<file path="config.mk">
export PLATFORM = sky130hd
export DESIGN_NAME = cd_rx_drain
export DESIGN_NICKNAME = d
export VERILOG_FILES = /design/src/rtl/cd_pkg.sv /design/src/rtl/cd_rx_drain.sv
export SDC_FILE = /design/constraint.sdc
export NUM_CORES = 1
export LEC_CHECK = 0
export CAP_MARGIN = 15
export CORE_MARGIN = 1.5
export CORE_UTILIZATION = 41
export DETAILED_ROUTE_END_ITERATION = 8
export PLACE_DENSITY = 0.77
export RECOVER_POWER = 25
export SETUP_SLACK_MARGIN = 0.1
export SYNTH_ARGS = -nofsm -noshare
export SYNTH_HDL_FRONTEND = slang
export SYNTH_SLANG_ARGS = --single-unit
</file>
<file path="constraint.sdc">
create_clock -name clk -period 2.2 [get_ports clk]
set_input_delay 0.55 -clock clk [delete_from_list [all_inputs] [get_ports clk]]
set_output_delay 0.55 -clock clk [all_outputs]
set_load 0.01 [all_outputs]
</file>
<file path="src/rtl/cd_pkg.sv">
// Shared state encoding and frame/CSR constants for the CDBUS rx drain engine.
package cd_pkg;

  typedef enum logic [2:0] {
    ST_IDLE,
    ST_STAT,
    ST_HDR,
    ST_STREAM,
    ST_FETCH,
    ST_RELEASE
  } cd_state_e;

  localparam int HDR_SRC   = 0;
  localparam int HDR_DST   = 1;
  localparam int HDR_LEN   = 2;
  localparam int HDR_BYTES = 3;

  localparam logic [7:0] MAX_DATA_LEN = 8'd253;

  localparam logic [3:0] DEF_CSR_INT_FLAG_ADDR = 4'd8;
  localparam logic [3:0] DEF_CSR_RX_CTRL_ADDR  = 4'd10;
  localparam int         DEF_RX_PEND_BIT       = 1;
  localparam int         DEF_RX_LOST_BIT       = 2;
  localparam int         DEF_RD_DONE_BIT       = 1;

endpackage

</file>
<file path="src/rtl/cd_rx_drain.sv">
// Host-side rx drain: polls CDBUS status, streams each received frame out as
// bytes, then hands the rx page back to the peripheral.
module cd_rx_drain
  import cd_pkg::*;
#(
  parameter int unsigned POLL_DIV          = 1024,
  parameter logic [3:0]  CSR_INT_FLAG_ADDR = DEF_CSR_INT_FLAG_ADDR,
  parameter logic [3:0]  CSR_RX_CTRL_ADDR  = DEF_CSR_RX_CTRL_ADDR,
  parameter int unsigned RX_PEND_BIT       = DEF_RX_PEND_BIT,
  parameter int unsigned RX_LOST_BIT       = DEF_RX_LOST_BIT,
  parameter int unsigned RD_DONE_BIT       = DEF_RD_DONE_BIT
) (
  input  logic        clk,
  input  logic        reset,
  input  logic        enable,
  input  logic        irq,
  output logic [3:0]  csr_address,
  output logic        csr_read,
  input  logic [31:0] csr_readdata,
  output logic        csr_write,
  output logic [31:0] csr_writedata,
  output logic [3:0]  csr_byteenable,
  output logic [5:0]  rx_mm_address,
  output logic        rx_mm_read,
  input  logic [31:0] rx_mm_readdata,
  output logic [7:0]  m_data,
  output logic        m_valid,
  input  logic        m_ready,
  output logic        m_last,
  output logic        busy,
  output logic [7:0]  lost_cnt,
  output logic        len_err
);

  localparam int            PW        = (POLL_DIV > 1) ? $clog2(POLL_DIV) : 1;
  localparam logic [PW-1:0] POLL_LAST = PW'(POLL_DIV - 1);

  function automatic logic [7:0] sat_inc8(input logic [7:0] v);
    return (v == 8'hFF) ? v : v + 8'd1;
  endfunction

  function automatic logic [8:0] frame_total(input logic [7:0] len);
    logic [7:0] l;
    l = (len > MAX_DATA_LEN) ? MAX_DATA_LEN : len;
    return 9'(HDR_BYTES) + {1'b0, l};
  endfunction

  cd_state_e     r_state;
  logic [PW-1:0] r_poll_cnt;
  logic [7:0]    r_lost_cnt;
  logic          r_len_err;
  logic [31:0]   r_buf;
  logic [8:0]    r_k;
  logic [8:0]    r_t;

  logic       w_poll_req;
  logic       w_start;
  logic       w_stat_rd;
  logic       w_last;
  logic       w_fetch;
  logic       w_release;
  logic [8:0] w_k_nxt;
  logic [7:0] w_len;
  logic [7:0] w_lane;
  logic       w_unused;

  // Read strobes are issued in the cycle that decides them, so the following
  // state (STAT/HDR/FETCH) is exactly the cycle the read data is valid.
  assign w_poll_req = (POLL_DIV != 0) && (r_state == ST_IDLE) && (r_poll_cnt == POLL_LAST);
  assign w_start    = !reset && enable && (irq || w_poll_req) && (r_state == ST_IDLE);
  assign w_stat_rd  = !reset && (r_state == ST_STAT) && csr_readdata[RX_PEND_BIT];
  assign w_last     = (r_k == r_t - 9'd1);
  assign w_k_nxt    = r_k + 9'd1;
  assign w_fetch    = !reset && (r_state == ST_STREAM) && m_ready && !w_last && (r_k[1:0] == 2'd3);
  assign w_release  = !reset && (r_state == ST_RELEASE);
  assign w_len      = rx_mm_readdata[8*HDR_LEN +: 8];
  assign w_lane     = r_buf[{r_k[1:0], 3'b000} +: 8];
  assign w_unused   = ^csr_readdata;

  assign csr_read       = w_start;
  assign csr_write      = w_release;
  assign csr_address    = w_release ? CSR_RX_CTRL_ADDR : (w_start ? CSR_INT_FLAG_ADDR : 4'd0);
  assign csr_writedata  = w_release ? (32'd1 << RD_DONE_BIT) : 32'd0;
  assign csr_byteenable = 4'hF;
  assign rx_mm_read     = w_stat_rd || w_fetch;
  assign rx_mm_address  = w_fetch ? w_k_nxt[7:2] : 6'd0;
  assign m_valid        = (r_state == ST_STREAM);
  assign m_data         = m_valid ? w_lane : 8'd0;
  assign m_last         = m_valid && w_last;
  assign busy           = (r_state != ST_IDLE);
  assign lost_cnt       = r_lost_cnt;
  assign len_err        = r_len_err;

  // Control path: state, poll timer, lost counter, length-error pulse.
  always_ff @(posedge clk) begin
    if (reset) begin
      r_state    <= ST_IDLE;
      r_poll_cnt <= '0;
      r_lost_cnt <= '0;
      r_len_err  <= 1'b0;
    end else begin
      r_len_err <= 1'b0;
      case (r_state)
        ST_IDLE: begin
          if (w_start) begin
            r_state    <= ST_STAT;
            r_poll_cnt <= '0;
          end else if (POLL_DIV != 0) begin
            r_poll_cnt <= w_poll_req ? '0 : r_poll_cnt + 1'b1;
          end
        end
        ST_STAT: begin
          if (csr_readdata[RX_LOST_BIT]) r_lost_cnt <= sat_inc8(r_lost_cnt);
          r_state <= csr_readdata[RX_PEND_BIT] ? ST_HDR : ST_IDLE;
        end
        ST_HDR: begin
          r_len_err <= (w_len > MAX_DATA_LEN);
          r_state   <= ST_STREAM;
        end
        ST_STREAM: begin
          if (m_ready) begin
            if (w_last)                 r_state <= ST_RELEASE;
            else if (r_k[1:0] == 2'd3)  r_state <= ST_FETCH;
          end
        end
        ST_FETCH:   r_state <= ST_STREAM;
        ST_RELEASE: r_state <= ST_IDLE;
        default:    r_state <= ST_IDLE;
      endcase
    end
  end

  // Data path: word buffer, byte index and frame length need no reset; they
  // are always reloaded in HDR before STREAM looks at them.
  always_ff @(posedge clk) begin
    case (r_state)
      ST_HDR: begin
        r_buf <= rx_mm_readdata;
        r_k   <= '0;
        r_t   <= frame_total(w_len);
      end
      ST_STREAM: if (m_ready) r_k <= w_k_nxt;
      ST_FETCH:  r_buf <= rx_mm_readdata;
      default: ;
    endcase
  end

endmodule
</file>
==> impl_results.md <==
* Worst path cell trace: buf_6, nor4bb_4, o211ai_1, a311oi_2, o21ai_2, o21ai_4, buf_6, nor2_4, buf_6
* GPL Wtd Cong at 0.862
* Netlist Area Pre-Place at 0.00388 mm^2
* Clock power frac at 0.365
* Met1 usage in global routing at 0.221
* Finished Layout Cells at 613
* Sw frac at 0.243
* Num rows at 35
* Part of the cycle the worst path needs at 1.30
* Area grow syn2layout at 40.9%
* Crit Path Max Fanout at 4
* CP max stage cell: edfxtp_1
* Total Power at 2850 uW
* Clk_skew at 10.0 ps
* Clk_lat worst skew at 350 ps
* Fin nets at 570
* GRT Util Overall at 0.188
* Chip Height at 100 um
* Worst setup SP type: flip-flop
* Cts hold-fix bufs at 0
* CP endpoint kind: output pin
* Seq pwr share at 0.520
* CTS root buf: clkbuf_8
* N_diodes at 0
* FMAX at 0.350 GHz
* Final setup margin at -654 ps
* Switch Pwr at 694 uW
* Worst r2r dst: r_state[2]
* Maximum vdd drop at 0.303 mV
* Failing checks: setup timing
* Asr flop ratio synth at 0
* # clock sinks at 72
* Die W at 100 um
* Routed len/inst at 15.0 um
* HPWL after detailed placement at 6.34 mm
* Worst EP arrival at 2300 ps
* Largest net degree at the start of global routing at 33
* Hold slack at 501 ps
* Internal power at 2160 uW
* 1st-iter DRT viols at 155
* Critical path's most frequent cell: buf_6
* FF-to-FF Start: r_t[3]
* Pins over their slew limit at 0
* RSZ-0062 raised after global routing: yes
* Post-synthesis cell count at 356
* Seq/Total Area, Yosys at 0.500
* First-pass GRT wire length at 14.6 mm
* Mean Syn Cell Area at 10.9 um^2
* Vias in the first global route at 3062
* Core area at 0.00920 mm^2
* Multi-input logic area at 0.00189 mm^2
* Synth cell types at 61
* Hold depth at 2
* Final number of setup-violating endpoints at 16
* Yosys reg bits at 72
* Via/cell ratio at 5.16
* EDFF count, synth at 50
* Io pins at 138
* # fillers at 727
* Initial antenna violation count at 0
* R2R depth at 9
* Comb power frac at 0.115
* PortBufs at 70
* GRT Max-Usage Layer: met2
* Drt first pass iters at 4
* Max stage delay on crit path at 470 ps
* Synth Warn # at 0
* Register area at 0.00195 mm^2
* P_leak at 0.00214 uW
* Worst Hold End: r_poll_cnt[9]
* Total gr overflow at 0
* Routing usage on met2 at 0.339
* Worst-case clock buffer depth at 2
* Crit path kind: flip-flop to output pin
* Antenna viol nets, final at 0
* Setup tns final at -6990 ps
* CTS H-tree depth at 3
* Hold path start: r_poll_cnt[9]
* Min cycle time layout at 2850 ps
* Status: complete, but fails checks
* TritonCTS clock tree: yes
* Final cell utilization of the core at 0.595
* Maxcap violations at 0
* Power per Cell Area at 521 mW/mm^2
* Clk slew on worst S/H paths at 80 ps
* Final Hold Fails at 0
* Top FF cell, synth: edfxtp_1
* Full die area at 0.0101 mm^2
* Final WL at 9.17 mm
* Critical Path RT at 1650 ps
* Via count at 3164
* CTS Buf Count at 9
* Placed Instances at 581
* Worst reg2reg setup slack at 110 ps
* Share of layout cells above drive strength 1 at 0.333
* Hold crit path type: flip-flop to flip-flop
* Post-route DRC at 0
* Grt met3 use at 0.0376
* Initial Util at 0.422
worst max-delay path, delay by kind of cell, from the launching register on:
| kind | cells | cell delay, ps |
|---|---|---|
| compound gates | 4 | 720 |
| flops | 1 | 470 |
| buf+inv | 3 | 430 |
| simple gates | 2 | 320 |
metal layers:
metal  wire [um]  up-vias
li1            -     1492
met1        3680     1506
met2        4600      146
met3         690       20
met4         197        0
met5           0        -
cells by family after synthesis:
logic type	Yosys count	synth area share
AO/OA/AOI/OAI	44	0.0783
XOR/XNOR	27	0.0628
adder cells (fa/ha/maj)	4	0.0129
buffers and inverters	58	0.101
flip-flops	72	0.500
multiplexers	9	0.0490
other	2	0.00193
AND/OR/NAND/NOR	140	0.194
cells in the final DEF (no fill, tap or decap), types with 7 or more instances in the layout:
cell type / netlist / routed
clkdlybuf4s50_1: 0 / 17
nor2_1: 40 / 33
clkbuf_8: 1 / 9
dlygate4sd3_1: 0 / 29
a21oi_1: 12 / 12
and3_4: 0 / 8
conb_1: 2 / 37
o21ai_0: 7 / 7
buf_6: 2 / 21
xor2_1: 14 / 14
mux4_2: 8 / 8
buf_4: 40 / 61
nand2_1: 22 / 22
edfxtp_1: 50 / 50
dfxtp_1: 22 / 18
xnor2_1: 12 / 12
nand3_1: 15 / 14
nand4_1: 8 / 8
per-stage QoR:
step	instance area (um^2)	setup WS, ps
after global placement	4960	-655
final	5470	-654
after detailed placement	4960	-661
after global routing	5470	-737
after floorplan	4040	-37.5
after CTS	5430	-602
sequential cells by signal, indices dropped and copies added (netlist names):
register and cells:
r_k 9, r_poll_cnt 10, r_t 9, r_buf 32
r_state 3, lost_cnt 8, len_err 1
cell type report:
class	count	area share
clock buffers	10	0.0233
clock inverters	6	0.0123
inverters	8	0.00549
multi-input cells	261	0.345
flip-flops and latches	72	0.356
well taps	111	0.0254
repair buffers	145	0.232
timing repair:
action,in CTS,in global routing
buffers inserted,17,1
pin swaps,20,3
setup endpoints to repair,23,25
gates resized for setup,131,26
worst max path at each step:
stage	from	end	slack, ps	cells past startpoint
after floorplan	r_k[2]	rx_mm_address[1]	-40	7
after global placement	m_ready	rx_mm_address[2]	-650	7
after detailed placement	r_t[0]	rx_mm_read	-660	9
after CTS	r_t[3]	rx_mm_address[2]	-600	9
after global routing	r_t[3]	rx_mm_address[2]	-740	9
final	r_t[3]	rx_mm_address[2]	-650	9
cells in the mapped netlist, types with 4 or more instances:
| cell | instances | area (um^2) |
|---|---|---|
| edfxtp_1 | 50 | 1500 |
| buf_4 | 40 | 300 |
| nor2_1 | 40 | 150 |
| dfxtp_1 | 22 | 440 |
| nand2_1 | 22 | 82.6 |
| nand3_1 | 15 | 75.1 |
| xor2_1 | 14 | 123 |
| a21oi_1 | 12 | 60.1 |
| xnor2_1 | 12 | 105 |
| and3_1 | 10 | 62.6 |
| mux4_2 | 8 | 180 |
| nand4_1 | 8 | 50.1 |
| o21ai_0 | 7 | 35.0 |
| inv_1 | 6 | 22.5 |
| nor2b_1 | 6 | 37.5 |
| o21ai_1 | 6 | 30.0 |
| or3_1 | 6 | 37.5 |
| clkbuf_1 | 5 | 18.8 |
| ha_1 | 4 | 50.1 |
| nor4_1 | 4 | 25.0 |
power groups by stage:
| stage | sequential, uW | combinational (uW) | clock, uW |
|---|---|---|---|
| after floorplan | 1510 | 191 | 0 |
| after global placement | 1510 | 309 | 0 |
| after detailed placement | 1510 | 317 | 0 |
| after CTS | 1480 | 331 | 1060 |
| after global routing | 1490 | 358 | 1120 |
| final | 1480 | 328 | 1040 |
No activity file was read; power rests on OpenSTA's default activity.
